$ cat config.mk
export PLATFORM = sky130hd
export DESIGN_NAME = counter_ctrl_flat
export DESIGN_NICKNAME = d
export VERILOG_FILES = /design/src/rtl/counter_ctrl_if.sv /design/src/rtl/counter_ctrl.sv /design/src/flat_wrapper.sv
export SDC_FILE = /design/constraint.sdc
export NUM_CORES = 1
export LEC_CHECK = 0
export BUFFER_PORTS_ARGS = -buffer_cell sky130_fd_sc_hd__buf_2
export CELL_PAD_IN_SITES_DETAIL_PLACEMENT = 1
export CELL_PAD_IN_SITES_GLOBAL_PLACEMENT = 1
export CORE_AREA = 2 2 52 54
export CTS_CLUSTER_SIZE = 16
export DETAILED_ROUTE_END_ITERATION = 12
export DIE_AREA = 0 0 54 56
export PLACE_DENSITY = 0.74
export SYNTH_ARGS = -nofsm -noshare
export SYNTH_HDL_FRONTEND = slang
export SYNTH_SLANG_ARGS = --single-unit
export TNS_END_PERCENT = 100
$ cat constraint.sdc
create_clock -name Clock -period 1.9 [get_ports Clock]
set_input_delay 0.095 -clock Clock [delete_from_list [all_inputs] [get_ports Clock]]
set_output_delay 0.095 -clock Clock [all_outputs]
set_load 0.05 [all_outputs]
$ cat src/rtl/counter_ctrl_if.sv
// Command/status bundle for counter_ctrl.
// master: the controlling side (switches/keys) drives commands and reads status.
// slave:  the counter controller reads commands and drives status.
interface counter_ctrl_if #(
  parameter int WIDTH = 3
) ();

  logic             Start;
  logic             Stop;
  logic             Pause;
  logic             Up;
  logic [WIDTH-1:0] LoadVal;
  logic [WIDTH-1:0] Target;
  logic [WIDTH-1:0] Q;
  logic             Busy;
  logic             Done;
  logic             Tick;

  modport master (
    output Start, Stop, Pause, Up, LoadVal, Target,
    input  Q, Busy, Done, Tick
  );

  modport slave (
    input  Start, Stop, Pause, Up, LoadVal, Target,
    output Q, Busy, Done, Tick
  );

endinterface

$ cat src/rtl/counter_ctrl.sv
// Commanded up/down counter: runs from a latched load value to a latched
// target under Start/Stop/Pause, stepping once every DIV clocks.
// Optional feature macro: COUNT_CTRL_AUTORELOAD_EN
//   undefined: terminal step enters DONE, Done is a level, Q holds Target.
//   defined:   terminal step pulses Done, the next step boundary reloads
//              LoadVal and the run repeats until Stop.
module counter_ctrl #(
  parameter int WIDTH = 3,
  parameter int DIV   = 1
) (
  input  logic           Clock,
  input  logic           Resetn,
  counter_ctrl_if.slave  bus
);

  localparam int            PW        = (DIV > 1) ? $clog2(DIV) : 1;
  localparam logic [PW-1:0] PRESC_MAX = PW'(DIV - 1);

  typedef enum logic [1:0] {
    ST_IDLE = 2'd0,
    ST_RUN  = 2'd1,
    ST_HOLD = 2'd2,
    ST_DONE = 2'd3
  } state_e;

  state_e           state_q, state_d;
  logic [WIDTH-1:0] q_q, q_d;
  logic [PW-1:0]    presc_q, presc_d;
  logic [WIDTH-1:0] load_q, load_d;
  logic [WIDTH-1:0] target_q, target_d;
  logic             up_q, up_d;
  logic             tick_q, tick_d;
  logic             done_q, done_d;
  logic             busy_q, busy_d;
`ifdef COUNT_CTRL_AUTORELOAD_EN
  // Set after a terminal step: the next step boundary reloads LoadVal.
  logic             pending_q, pending_d;
`endif

  logic [WIDTH-1:0] step_val_s;
  logic             at_step_s;

  // Value after one step in the latched direction; wraps modulo 2^WIDTH.
  assign step_val_s = up_q ? (q_q + WIDTH'(1)) : (q_q - WIDTH'(1));
  assign at_step_s  = (presc_q == PRESC_MAX);

  // Next-state, datapath and output decode; Stop overrides everything.
  always_comb begin
    state_d  = state_q;
    q_d      = q_q;
    presc_d  = presc_q;
    load_d   = load_q;
    target_d = target_q;
    up_d     = up_q;
    tick_d   = 1'b0;
    done_d   = 1'b0;
`ifdef COUNT_CTRL_AUTORELOAD_EN
    pending_d = pending_q;
`endif
    if (bus.Stop) begin
      state_d = ST_IDLE;
      presc_d = {PW{1'b0}};
`ifdef COUNT_CTRL_AUTORELOAD_EN
      pending_d = 1'b0;
`endif
    end else begin
      case (state_q)
        ST_IDLE, ST_DONE: begin
          if (bus.Start) begin
            load_d   = bus.LoadVal;
            target_d = bus.Target;
            up_d     = bus.Up;
            q_d      = bus.LoadVal;
            presc_d  = {PW{1'b0}};
`ifdef COUNT_CTRL_AUTORELOAD_EN
            pending_d = 1'b0;
            state_d   = ST_RUN;
`else
            if (bus.LoadVal == bus.Target) begin
              state_d = ST_DONE;
              done_d  = 1'b1;
            end else begin
              state_d = ST_RUN;
            end
`endif
          end else begin
            // Done is a level while parked in DONE.
            done_d = (state_q == ST_DONE);
          end
        end
        ST_RUN, ST_HOLD: begin
          if (bus.Pause) begin
            // Freeze: prescaler and Q keep their values.
            state_d = ST_HOLD;
          end else begin
            // Leaving HOLD resumes counting on the same edge.
            state_d = ST_RUN;
            if (at_step_s) begin
              presc_d = {PW{1'b0}};
              tick_d  = 1'b1;
`ifdef COUNT_CTRL_AUTORELOAD_EN
              if (load_q == target_q) begin
                done_d = 1'b1;
              end else if (pending_q) begin
                q_d       = load_q;
                pending_d = 1'b0;
              end else begin
                q_d = step_val_s;
                if (step_val_s == target_q) begin
                  done_d    = 1'b1;
                  pending_d = 1'b1;
                end else begin
                  done_d = 1'b0;
                end
              end
`else
              q_d = step_val_s;
              if (step_val_s == target_q) begin
                state_d = ST_DONE;
                done_d  = 1'b1;
              end else begin
                state_d = ST_RUN;
              end
`endif
            end else begin
              presc_d = presc_q + PW'(1);
            end
          end
        end
        default: begin
          state_d = ST_IDLE;
          presc_d = {PW{1'b0}};
        end
      endcase
    end
    busy_d = (state_d == ST_RUN) || (state_d == ST_HOLD);
  end

  // State and registered outputs; async reset clears everything at once.
  always_ff @(posedge Clock or negedge Resetn) begin
    if (!Resetn) begin
      state_q  <= ST_IDLE;
      q_q      <= {WIDTH{1'b0}};
      presc_q  <= {PW{1'b0}};
      load_q   <= {WIDTH{1'b0}};
      target_q <= {WIDTH{1'b0}};
      up_q     <= 1'b0;
      tick_q   <= 1'b0;
      done_q   <= 1'b0;
      busy_q   <= 1'b0;
`ifdef COUNT_CTRL_AUTORELOAD_EN
      pending_q <= 1'b0;
`endif
    end else begin
      state_q  <= state_d;
      q_q      <= q_d;
      presc_q  <= presc_d;
      load_q   <= load_d;
      target_q <= target_d;
      up_q     <= up_d;
      tick_q   <= tick_d;
      done_q   <= done_d;
      busy_q   <= busy_d;
`ifdef COUNT_CTRL_AUTORELOAD_EN
      pending_q <= pending_d;
`endif
    end
  end

  assign bus.Q    = q_q;
  assign bus.Busy = busy_q;
  assign bus.Done = done_q;
  assign bus.Tick = tick_q;

endmodule

$ cat src/flat_wrapper.sv
// flat-port wrapper written by rule: the top's interface ports become plain ports
module counter_ctrl_flat 
#(
  parameter int WIDTH = 3,
  parameter int DIV   = 1
)
  (Clock, Resetn, bus_Start, bus_Stop, bus_Pause, bus_Up, bus_LoadVal, bus_Target, bus_Q, bus_Busy, bus_Done, bus_Tick);
  counter_ctrl_if #(.WIDTH(WIDTH)) bus_i ();
  input  logic Clock;
  input  logic Resetn;
  input wire logic [$bits(bus_i.Start)-1:0] bus_Start;
  input wire logic [$bits(bus_i.Stop)-1:0] bus_Stop;
  input wire logic [$bits(bus_i.Pause)-1:0] bus_Pause;
  input wire logic [$bits(bus_i.Up)-1:0] bus_Up;
  input wire logic [$bits(bus_i.LoadVal)-1:0] bus_LoadVal;
  input wire logic [$bits(bus_i.Target)-1:0] bus_Target;
  output wire logic [$bits(bus_i.Q)-1:0] bus_Q;
  output wire logic [$bits(bus_i.Busy)-1:0] bus_Busy;
  output wire logic [$bits(bus_i.Done)-1:0] bus_Done;
  output wire logic [$bits(bus_i.Tick)-1:0] bus_Tick;
  assign bus_i.Start = bus_Start;
  assign bus_i.Stop = bus_Stop;
  assign bus_i.Pause = bus_Pause;
  assign bus_i.Up = bus_Up;
  assign bus_i.LoadVal = bus_LoadVal;
  assign bus_i.Target = bus_Target;
  assign bus_Q = bus_i.Q;
  assign bus_Busy = bus_i.Busy;
  assign bus_Done = bus_i.Done;
  assign bus_Tick = bus_i.Tick;
  counter_ctrl #(.WIDTH(WIDTH), .DIV(DIV)) u_core (.Clock(Clock), .Resetn(Resetn), .bus(bus_i));
endmodule
Yosys cells after proc, flatten, opt, wreduce, memory -nomap -nowiden
Cells that the tools add are included.
{"block": "totals", "reg_bits": 13, "input_bits": 12, "output_inout_bits": 6, "elab_cells": 59}
{"block": "classes", "addsub": 3, "n_eq_ne": 12, "muxes": 28, "bitwise": 1, "reduce_logical": 7}
{"cell": "2-to-1 mux 1 bit", "count": 14}
{"cell": "2-to-1 mux 2 bit", "count": 6}
{"cell": "2-to-1 mux 3 bit", "count": 4}
{"cell": "equality test 2 bit, second input constant", "count": 3}
{"cell": "equality test 3 bit", "count": 2}
{"cell": "inequality test 2 bit, second input constant", "count": 3}
{"cell": "inequality test 3 bit, second input constant", "count": 2}
{"cell": "one-hot mux 3 bit (2 select lines)", "count": 1}
{"cell": "equality test 2 x 1 -> 1 bit, second input constant", "count": 2}
{"cell": "one-hot mux 1 bit (2 select lines)", "count": 2}
{"cell": "one-hot mux 2 bit (2 select lines)", "count": 1}
{"cell": "AND reduction 4 bit", "count": 1}
{"cell": "OR reduction 2 bit", "count": 2}
{"cell": "adder 3 x 1 -> 3 bit, second input constant", "count": 1}
{"cell": "AND reduction 3 bit", "count": 1}
{"cell": "subtractor 3 x 1 -> 3 bit, second input constant", "count": 1}
{"cell": "logical NOT 2 bit", "count": 1}
{"cell": "AND reduction 2 bit", "count": 1}
{"cell": "adder 1 bit, second input constant", "count": 1}
{"cell": "logical OR 1 bit", "count": 1}
{"cell": "NOT 1 bit", "count": 1}

Logic depth before layout (Yosys ltp)
Gate-level depths: netlist (run 1).
{"block": "depth", "depth_word": 10, "ltp_mapped": 6, "depth_no_buf": 6}

Worst setup path after synthesis (run 1)
OpenSTA, ideal clock, no wires.
{"block": "synth_timing", "path_kind": "reg-to-reg", "startpoint": "register u_core.q_q[0] (netlist: u_core.bus.Q[0])", "endpoint": "register u_core.busy_q (netlist: u_core.bus.Busy)", "setup_ps": 133, "arrival_time_ps": 1995, "t_required_ps": 1767, "setup_slack_ps": -228, "stages_incl_launch_ff": 7, "path_buffers": 0, "synth_period_minus_slack_ps": 2128, "path_cell_list": "dfrtp_1 > inv_1 > fa_1 > xnor2_1 > a41oi_1 > o22a_1 > nand3_1"}
{"block": "synth_via", "elab_chain_cells": 10, "elab_cells_between_ends": 12, "cone_classes": "add/sub (2); eq/ne (3); mux (6); reduce/logical (1)"}
{"element": "from (decl)", "line_no": "counter_ctrl.sv:27", "text": "logic [WIDTH-1:0] q_q, q_d;"}
{"element": "from (signal assigned)", "line_no": "counter_ctrl.sv:143", "text": "q_q <= {WIDTH{1'b0}};"}
{"element": "from (signal assigned)", "line_no": "counter_ctrl.sv:156", "text": "q_q <= q_d;"}
{"element": "subtractor 3 x 1 -> 3 bit or adder 3 x 1 -> 3 bit (tied branches)", "line_no": "counter_ctrl.sv:44", "text": "assign step_val_s = up_q ? (q_q + WIDTH'(1)) : (q_q - WIDTH'(1));"}
{"element": "2-to-1 mux 3 bit *", "line_no": "counter_ctrl.sv:44"}
{"element": "equality test 3 bit *", "line_no": "counter_ctrl.sv:118", "text": "if (step_val_s == target_q) begin"}
{"element": "2-to-1 mux 2 bit *", "line_no": "counter_ctrl.sv:118"}
{"element": "2-to-1 mux 2 bit *", "line_no": "counter_ctrl.sv:98", "text": "if (at_step_s) begin"}
{"element": "2-to-1 mux 2 bit *", "line_no": "counter_ctrl.sv:92", "text": "if (bus.Pause) begin"}
{"element": "one-hot mux 2 bit (2 select lines) *", "line_no": "counter_ctrl.sv:67", "text": "case (state_q)"}
{"element": "2-to-1 mux 2 bit *", "line_no": "counter_ctrl.sv:60", "text": "if (bus.Stop) begin"}
{"element": "equality test 2 x 1 -> 1 bit or equality test 2 bit (tied branches)", "line_no": "counter_ctrl.sv:136", "text": "busy_d = (state_d == ST_RUN) || (state_d == ST_HOLD);"}
{"element": "logical OR 1 bit *", "line_no": "counter_ctrl.sv:136"}
{"element": "net u_core.busy_d", "line_no": "counter_ctrl.sv:34", "text": "logic busy_q, busy_d;"}
{"element": "to (signal assigned)", "line_no": "counter_ctrl.sv:163", "text": "busy_q <= busy_d;"}
{"element": "to (decl)", "line_no": "counter_ctrl.sv:34"}
Mark *: on every way through the listed nets, which the timed path passes. The rest lies on a longest branch.
A chain may end at the register's enable or synchronous reset.

Final worst setup path (run 1)
{"block": "layout_timing", "startpoint": "register u_core.q_q[0] (netlist: u_core.bus.Q[0])", "endpoint": "register u_core.state_q[1]"}
{"block": "layout_via", "elab_chain_cells": 8, "elab_cells_between_ends": 9, "cone_classes": "add/sub (2); eq/ne (1); mux (6)"}
{"element": "subtractor 3 x 1 -> 3 bit or adder 3 x 1 -> 3 bit (tied branches)", "line_no": "counter_ctrl.sv:44"}
{"element": "2-to-1 mux 3 bit *", "line_no": "counter_ctrl.sv:44"}
{"element": "equality test 3 bit *", "line_no": "counter_ctrl.sv:118"}
{"element": "2-to-1 mux 2 bit *", "line_no": "counter_ctrl.sv:118"}
{"element": "2-to-1 mux 2 bit *", "line_no": "counter_ctrl.sv:98"}
{"element": "2-to-1 mux 2 bit *", "line_no": "counter_ctrl.sv:92"}
{"element": "one-hot mux 2 bit (2 select lines) *", "line_no": "counter_ctrl.sv:67"}
{"element": "2-to-1 mux 2 bit *", "line_no": "counter_ctrl.sv:60"}
{"element": "net u_core.state_d[1]", "line_no": "counter_ctrl.sv:26", "text": "state_e state_q, state_d;"}
{"element": "to (signal assigned)", "line_no": "counter_ctrl.sv:155", "text": "state_q <= state_d;"}
{"element": "to (decl)", "line_no": "counter_ctrl.sv:26"}
Marked as above.

==> flow_summary.ini, run 1 <==
[clock_tree]
cts-buffers-inserted = 3
htreeDepth = 1
clk_latency_ns = 0.29
cts_max_path_buffers = 2
cts_resized = 0
post_cts_buffers = 0
clock_tree.root_cell = clkbuf_4
path_clk_slew_ns = 0.09
cts_sinks = 12
cts_tree = yes
cts_hold_buf = 1

[global_route]
grt_max_degree = 13
grt_pass1_wl_um = 3170
grt_usage_pct = 15.0
overflow = 0
grt_antenna_before_repair = 0
grt_pass1_vias = 698

[drt]
drtIter0Drc = 3
detail-route-antenna-nets = 0
drtPass1Iterations = 4
dr_total_vias = 624
totalWireLength_um = 1940
routed_via_density = 4.95
drc = 0
wl_per_cell_um = 15.4

[outcome]
run_status = finished clean

[yosys]
synthesis.area_um2 = 719
synth_cell_types = 30
yosysWarnings = 0
yosysSeqAreaShare_pct = 41.7
syn-num-nets = 87
avgSynthCellArea_um2 = 9.86
async_flop_share_pct = 100
synth_edf_count = 0
synth-main-ff-cell = dfrtp_1
ys_seq_elements = 12
syn_inst = 73

[setup_path]
cp_max_fo = 4
worstPathArrival_ns = 1.99
critPathKind = reg2reg
r2r_start = u_core.bus.Q[0]$_DFFE_PN0P_
startpoint_type = flip-flop
cp_slowest_stage_delay_ns = 0.59
slowest_stage = fa_2
cp_top_family = adder cells
startpoint = u_core.bus.Q[0]$_DFFE_PN0P_
worstPathRequired_ns = 2.14
path_cells = inv_1 > fa_2 > xor2_1 > nand2_1 > o21ai_0 > o311a_2
cp_num_buf_inv = 1
cp-end-kind = flip-flop

[die]
core_area_um2 = 2430
io_pins = 18
fp.dieW_um = 54
die_y_um = 56
die_area_um2 = 3020
fp-row-count = 18
initial_utilization_pct = 29.6

[place]
place_hpwl_um = 1550
numPortBuffers = 17
dp_cells = 121
place.gp.congestion = 0.803
place_ws_ns = 0.162

[power_and_ir_drop]
irDropWorstVdd_uv = 749
power_density_nw_per_um2 = 1860
power_mw = 1.70
p_leak_nw = 0.424

[timing]
tightest_slew_ns = 0.393
final_hold_viol_count = 0
post-route-period-util_pct = 92.2
period_minus_slack_ns = 1.75
finClkSkew_ns = 0.00986
tns_ns = 0
grt_setup_unrepaired = false
setup_violations = 0
finalWorstSetupSlack_ns = 0.147
relSlewSlack_pct = 73.5
max_freq_mhz = 571
holdWs_ns = 0.0303
slew_viol_final = 0

[final_layout]
layout-drive-gt1-share_pct = 37.5
num-nets-final = 111
stdcell_count = 126
area_growth_syn_to_layout_pct = 26.8
n_antenna_cell = 0

[min_path]
holdCritPathClass = in2reg
hold_start = bus_Up

[flow_run]
max_cap_violations = 0
[registers in the layout, indices dropped and copies added, names as in the netlist]
signal           count
u_core.state_q       2
u_core.bus.Done      1
u_core.up_q          1
u_core.bus.Q         3
u_core.target_q      3
u_core.bus.Tick      1
u_core.bus.Busy      1
[where the power goes]
group	internal (mW)	switching (mW)
clock	0.0818	0.0984
combinational	0.420	0.628
sequential	0.370	0.100
[worst reg2reg max path: cells and delay by family (launching register included)]
| kind | cells | cell delay (ns) |
|---|---|---|
| AO/OA/AOI/OAI | 2 | 0.35 |
| XOR/XNOR | 1 | 0.19 |
| adder cells (fa/ha/maj) | 1 | 0.59 |
| buffers and inverters | 1 | 0.08 |
| flip-flops | 1 | 0.39 |
| AND/OR/NAND/NOR | 1 | 0.10 |
[metal layers]
metal  track usage (%)  share of wire, %  vias up
met1              15.8                39      300
li1                  -                 -      303
met5                 0                 0        -
met3              2.96               4.7        5
met4              11.4               3.8        0
met2              24.9                53       16
[logic make-up after synthesis]
| logic type | synth area share, % |
|---|---|
| adders and majority gates | 4.52 |
| buffers and inverters | 3.83 |
| AOI/OAI and AO/OA | 16.0 |
| DFF | 41.7 |
| xor gates and xnor gates | 11.0 |
| and+or+nand+nor | 16.9 |
| muxes | 6.09 |
[cell usage in the layout, fill, tap and decap left out]
cell type	Yosys	layout
buf_2	1	17
dfrtp_1	12	10
o21ai_0	8	8
nand2_1	7	7
inv_1	5	5
xnor2_1	6	5
xor2_1	3	3
a21oi_1	3	3
nand3_1	3	3
mux2_2	3	3
clkbuf_4	0	3
buf_4	0	3
and2b_1	2	2
o311ai_0	2	2
dfrtp_2	0	2
and4_2	1	1
nor2b_2	1	1
xnor2_2	0	1
a41oi_2	0	1
nand2b_1	1	1
mux2i_1	1	1
o311a_2	1	1
nor3_1	1	1
or2b_1	1	1
or4_1	1	1
o22a_1	1	1
and2b_2	1	1
nor2_1	1	1
and2_2	1	1
o21a_1	1	1
o22ai_1	1	1
fa_2	0	1
ha_1	1	1
clkbuf_1	1	1
dlygate4sd3_1	0	1
[cell type report]
class / count / area, µm²
Timing Repair Buffer: 21 / 118
Fill cell: 293 / 1520
Sequential cell: 12 / 303
Multi-Input combinational cell: 54 / 409
Clock buffer: 4 / 26.3
Inverter: 5 / 18.8
Tap cell: 30 / 37.5
[Yosys cell counts, types with 2 or more instances]
cell type	n	share of area (%)
a21oi_1	3	2.1
and2b_1	2	2.1
dfrtp_1	12	42
inv_1	5	2.6
mux2_2	3	4.7
nand2_1	7	3.7
nand3_1	3	2.1
o21ai_0	8	5.6
o311ai_0	2	2.4
xnor2_1	6	7.3
xor2_1	3	3.7
[path summary, 6_finish.rpt]
check / end / slack (ns) / depth (start not counted)
max reg2reg: u_core.state_q[1]$_DFF_PN0_ / 0.15 / 6
min: u_core.up_q$_DFFE_PN0P_ / 0.03 / 3
max: u_core.state_q[1]$_DFF_PN0_ / 0.15 / 6
min in group asynchronous: u_core.bus.Q[1]$_DFFE_PN0P_ / 0.22 / 2
min reg2reg: u_core.bus.Q[1]$_DFFE_PN0P_ / 0.51 / 2
max in group asynchronous: u_core.bus.Q[0]$_DFFE_PN0P_ / 1.45 / 2
[stage by stage]
stage          utilization, %  cell area (µm²)
2_1_floorplan               -              739
3_3_place_gp             36.0              876
3_5_place_dp             36.0              876
4_1_cts                  37.5              912
5_1_grt                  37.5              912
6_report                 37.5              912
No activity file was read; power rests on OpenSTA's default activity.
==> inputs of run 2 (changes only) <==
--- a/config.mk
+++ b/config.mk
@@ -13,6 +13,7 @@
 export DETAILED_ROUTE_END_ITERATION = 12
 export DIE_AREA = 0 0 54 56
 export PLACE_DENSITY = 0.74
+export RECOVER_POWER = 25
 export SYNTH_ARGS = -nofsm -noshare
 export SYNTH_HDL_FRONTEND = slang
 export SYNTH_SLANG_ARGS = --single-unit
==> run 2 against run 1 <==
Clock skew unchanged. Count of clock-buffer cells in the layout unchanged. Maximum frequency about the same. Clock power about the same. Hold slack unchanged. Setup slack improved by 0.0015 ns. Sequential share of layout area about the same. Final area decreased by 0.14%. Register-to-register slack about the same.
==> flow_summary.ini, run 2 (synthesis gave the netlist of run 1 again) <==
[clock_tree]
cts_tree = yes
post_cts_buffers = 0
path_clk_slew_ns = 0.09
clock_tree.root_cell = clkbuf_4
cts_sinks = 12
clk_latency_ns = 0.29
cts_hold_buf = 1
cts_resized = 0
cts_max_path_buffers = 2
cts-buffers-inserted = 3
htreeDepth = 1

[place]
dp_cells = 121
numPortBuffers = 17
place_hpwl_um = 1550
place_ws_ns = 0.162
place.gp.congestion = 0.803
post_dp_cell_area_um2 = 876

[timing]
finalWorstSetupSlack_ns = 0.149
holdWs_ns = 0.0303
tightest_slew_ns = 0.682
post-route-period-util_pct = 92.2
slew_viol_final = 0
final_hold_viol_count = 0
grt_setup_unrepaired = false
setup_violations = 0
period_minus_slack_ns = 1.75
tns_ns = 0
max_freq_mhz = 571
finClkSkew_ns = 0.00986
relSlewSlack_pct = 54.6

[power_and_ir_drop]
internal_power_mw = 0.872
p_leak_nw = 0.421
power_density_nw_per_um2 = 1860
irDropWorstVdd_uv = 749
power.net_switching_mw = 0.826
pwr-share-clk_pct = 10.6
power_mw = 1.70
p_seq_share_pct = 27.7
power_switching_share_pct = 48.7
p_comb_share_pct = 61.7

[final_layout]
fin_util_pct = 37.4
layout-drive-gt1-share_pct = 36.5
final_common_cell = buf_2
area_growth_syn_to_layout_pct = 26.6
final_cell_mix = 16 x buf_2, 10 x dfrtp_1, 8 x o21ai_0, 7 x nand2_1
finalInstanceArea_um2 = 911
n_antenna_cell = 0
num-nets-final = 111
stdcell_count = 126

[die]
fp.dieW_um = 54
die_y_um = 56
die_area_um2 = 3020
initial_utilization_pct = 29.6
io_pins = 18
fp-row-count = 18
core_area_um2 = 2430

[setup_path]
cp_max_fo = 4
cp_top_family = adder cells
worstPathRequired_ns = 2.14
cp_slowest_stage_delay_ns = 0.59
cp-end-kind = flip-flop
path_cells = inv_1 > fa_2 > xor2_1 > nand2_1 > o21ai_0 > o311a_2
worstPathArrival_ns = 1.99
cp_num_buf_inv = 1
startpoint_type = flip-flop
slowest_stage = fa_2
critPathKind = reg2reg

[drt]
wl_per_cell_um = 15.4
dr_total_vias = 624
routed_via_density = 4.95
detail-route-antenna-nets = 0
drtIter0Drc = 3
drc = 0
totalWireLength_um = 1940
drtPass1Iterations = 4

[global_route]
grt_usage_pct = 15.0
overflow = 0
grt_pass1_wl_um = 3170
grt_max_degree = 13
grt_pass1_vias = 698
grt_antenna_before_repair = 0

[min_path]
holdCritPathClass = in2reg

[outcome]
run_status = finished clean

[flow_run]
max_cap_violations = 0
==> run 2: changes by cell type in the layout (fill, tap and decap cells not counted) <==
cell,previous run,this run
buf_2,17,16
clkbuf_1,1,2
==> run 2: area by class of cell <==
| cell class | instances | area, µm² |
|---|---|---|
| Timing Repair Buffer | 21 | 116 |
| Multi-Input combinational cell | 54 | 409 |
| Tap cell | 30 | 37.5 |
| Sequential cell | 12 | 303 |
| Inverter | 5 | 18.8 |
| Clock buffer | 4 | 26.3 |
| Fill cell | 294 | 1520 |
==> run 2: routing by layer <==
metal	vias up	wire [µm]	GRT usage, %
met2	16	1020	24.9
met1	300	747	15.8
li1	303	-	-
met4	0	74	11.4
met3	5	92	2.96
met5	-	0	0
==> run 2: tightest hold or removal path, delay by kind of cell <==
kind	cells	cell delay [ns]
AOI/OAI and AO/OA	1	0.06
buffers and inverters	1	0.08
and+or+nand+nor	1	0.04
==> run 2: final timing paths <==
check	startpoint	endpoint	slack [ns]	depth (start not counted)
max	u_core.bus.Q[0]$_DFFE_PN0P_	u_core.state_q[1]$_DFF_PN0_	0.15	6
min	bus_Up	u_core.up_q$_DFFE_PN0P_	0.03	3
max reg2reg	u_core.bus.Q[0]$_DFFE_PN0P_	u_core.state_q[1]$_DFF_PN0_	0.15	6
min reg2reg	u_core.bus.Q[1]$_DFFE_PN0P_	u_core.bus.Q[1]$_DFFE_PN0P_	0.51	2
max in group asynchronous	Resetn	u_core.bus.Q[0]$_DFFE_PN0P_	1.07	2
min in group asynchronous	Resetn	u_core.bus.Done$_DFF_PN0_	0.36	2
==> run 2: power by group through the flow <==
stage	clock network (mW)	registers, mW	logic (mW)
6_report	0.180	0.470	1.05
5_1_grt	0.204	0.489	1.15
4_1_cts	0.185	0.473	1.06
3_5_place_dp	0	0.478	1.06
3_3_place_gp	0	0.471	1.01
2_1_floorplan	0	0.640	0.620
==> inputs of run 3 (changes only) <==
--- a/config.mk
+++ b/config.mk
@@ -12,7 +12,7 @@
 export CTS_CLUSTER_SIZE = 16
 export DETAILED_ROUTE_END_ITERATION = 12
 export DIE_AREA = 0 0 54 56
-export PLACE_DENSITY = 0.74
+export PLACE_DENSITY = 0.67
 export RECOVER_POWER = 25
 export SYNTH_ARGS = -nofsm -noshare
 export SYNTH_HDL_FRONTEND = slang
==> run 3 against run 2 <==
Via count shrank 0.16%. Hold slack improved by 0.033 ns. Final area is 0.96% higher. Sequential cell count stayed put. Critical path type unchanged. Highest routed layer unchanged.
==> flow_summary.ini, run 3 (synthesis gave the netlist of run 1 again) <==
[outcome]
run_status = finished clean

[drt]
routed_via_density = 5.02
wl_per_cell_um = 15.2
totalWireLength_um = 1880
detail-route-antenna-nets = 0
drc = 0
dr_total_vias = 623
drtPass1Iterations = 2
drtIter0Drc = 8

[min_path]
holdCritPathClass = in2reg

[clock_tree]
cts-buffers-inserted = 3
cts_sinks = 12
clk_latency_ns = 0.28
cts_tree = yes
path_clk_slew_ns = 0.08
clock_tree.root_cell = clkbuf_4
cts_max_path_buffers = 2
htreeDepth = 1

[place]
place.gp.congestion = 0.743
numPortBuffers = 17
place_ws_ns = -0.0776

[global_route]
grt_pass1_wl_um = 3190
grt_pass1_vias = 707
grt_max_degree = 13
grt_usage_pct = 14.5
overflow = 0
grt_antenna_before_repair = 0

[timing]
period_minus_slack_ns = 1.78
slew_viol_final = 0
setup_violations = 0
final_hold_viol_count = 0
finalWorstSetupSlack_ns = 0.122
max_freq_mhz = 562
post-route-period-util_pct = 93.6
finClkSkew_ns = 0.00443
relSlewSlack_pct = 54.1
tightest_slew_ns = 0.689
grt_setup_unrepaired = false

[die]
initial_utilization_pct = 29.6
core_area_um2 = 2430
die_area_um2 = 3020
fp-row-count = 18
die_y_um = 56
fp.dieW_um = 54
io_pins = 18

[final_layout]
fin_util_pct = 37.8
final_cell_mix = 16 x buf_2, 10 x dfrtp_1, 7 x nand2_1, 6 x o21ai_0
area_growth_syn_to_layout_pct = 27.8
final_common_cell = buf_2
fillers = 292
n_antenna_cell = 0
layout-drive-gt1-share_pct = 38.3
num-nets-final = 109

[setup_path]
critPathKind = reg2reg
startpoint = u_core.bus.Q[0]$_DFFE_PN0P_
crit_path_end = u_core.state_q[1]$_DFF_PN0_
worstPathRequired_ns = 2.07
path_cells = inv_1 > fa_2 > xnor2_2 > mux2i_1 > o21ai_1 > o311a_2
slowest_stage = fa_2
r2r_start = u_core.bus.Q[0]$_DFFE_PN0P_
cp_slowest_stage_delay_ns = 0.44
worstPathArrival_ns = 1.95
cp_max_fo = 4
rr_worst_depth = 6
startpoint_type = flip-flop
path_depth = 6
cp_top_family = adder cells
r2r_end = u_core.state_q[1]$_DFF_PN0_
cp_num_buf_inv = 1
rrSetupSlack_ns = 0.12
cp-end-kind = flip-flop

[power_and_ir_drop]
power_density_nw_per_um2 = 1910
p_leak_nw = 0.416
irDropWorstVdd_uv = 734
power_mw = 1.76

[flow_run]
max_cap_violations = 0
## run 3: how the worst min path moves through the flow
| stage | start | end | slack (ns) | depth (start not counted) |
|---|---|---|---|---|
| 2_1_floorplan | Resetn | u_core.bus.Busy$_DFF_PN0_ | -0.20 | 0 |
| 3_3_place_gp | Resetn | u_core.target_q[0]$_DFFE_PN0P_ | -0.006 | 1 |
| 3_5_place_dp | Resetn | u_core.target_q[1]$_DFFE_PN0P_ | -0.002 | 1 |
| 4_1_cts | bus_Up | u_core.up_q$_DFFE_PN0P_ | 0.06 | 3 |
| 5_1_grt | bus_Target[2] | u_core.target_q[2]$_DFFE_PN0P_ | 0.08 | 2 |
| 6_report | bus_Up | u_core.up_q$_DFFE_PN0P_ | 0.06 | 3 |
## run 3: worst register-to-register path, delay by kind of cell, from the launching register on
kind	cells	cell delay (ns)
adder cells (fa/ha/maj)	1	0.44
flip-flops	1	0.39
multiplexers	1	0.29
XOR/XNOR	1	0.25
AO/OA/AOI/OAI	2	0.20
buffers and inverters	1	0.09
## run 3: layer usage
layer | wire length, µm | global-route usage (%) | up-vias
li1 | - | - | 299
met1 | 778 | 16.1 | 307
met2 | 1020 | 25.6 | 15
met3 | 56 | 3.23 | 2
met4 | 24 | 5.36 | 0
met5 | 0 | 0 | -
## run 3: per-stage QoR
step	instance area [µm²]	TNS (ns)	hold WS (ns)	std cells
floorplan	739	0	-0.201	73
global placement	861	-0.0255	-0.00568	119
detailed placement	861	-0.0776	-0.00206	119
CTS	911	0	0.0616	124
global route	920	0	0.0752	124
finish	920	0	0.0636	124
## run 3: power by group
group | switching [mW] | leakage (nW) | internal, mW
clock network | 0.0970 | 0.0210 | 0.117
logic | 0.655 | 0.250 | 0.416
registers | 0.101 | 0.145 | 0.370
total | 0.854 | 0.416 | 0.903
## run 3: what timing repair did
item,in CTS,in global routing
endpoints found under the hold margin,12,0
endpoints found under the setup margin,3,3
gates resized for setup,1,4
hold buffers,1,0
setup buffers,0,0
## run 3: cell type report
type / instances / area (µm²) / share of cell area (%)
flip-flops and latches: 12 / 303 / 32.9
repair buffers: 19 / 101 / 11.0
multi-input cells: 54 / 423 / 46.0
clock buffers: 4 / 36.3 / 3.95
inverters: 5 / 18.8 / 2.04
well taps: 30 / 37.5 / 4.08
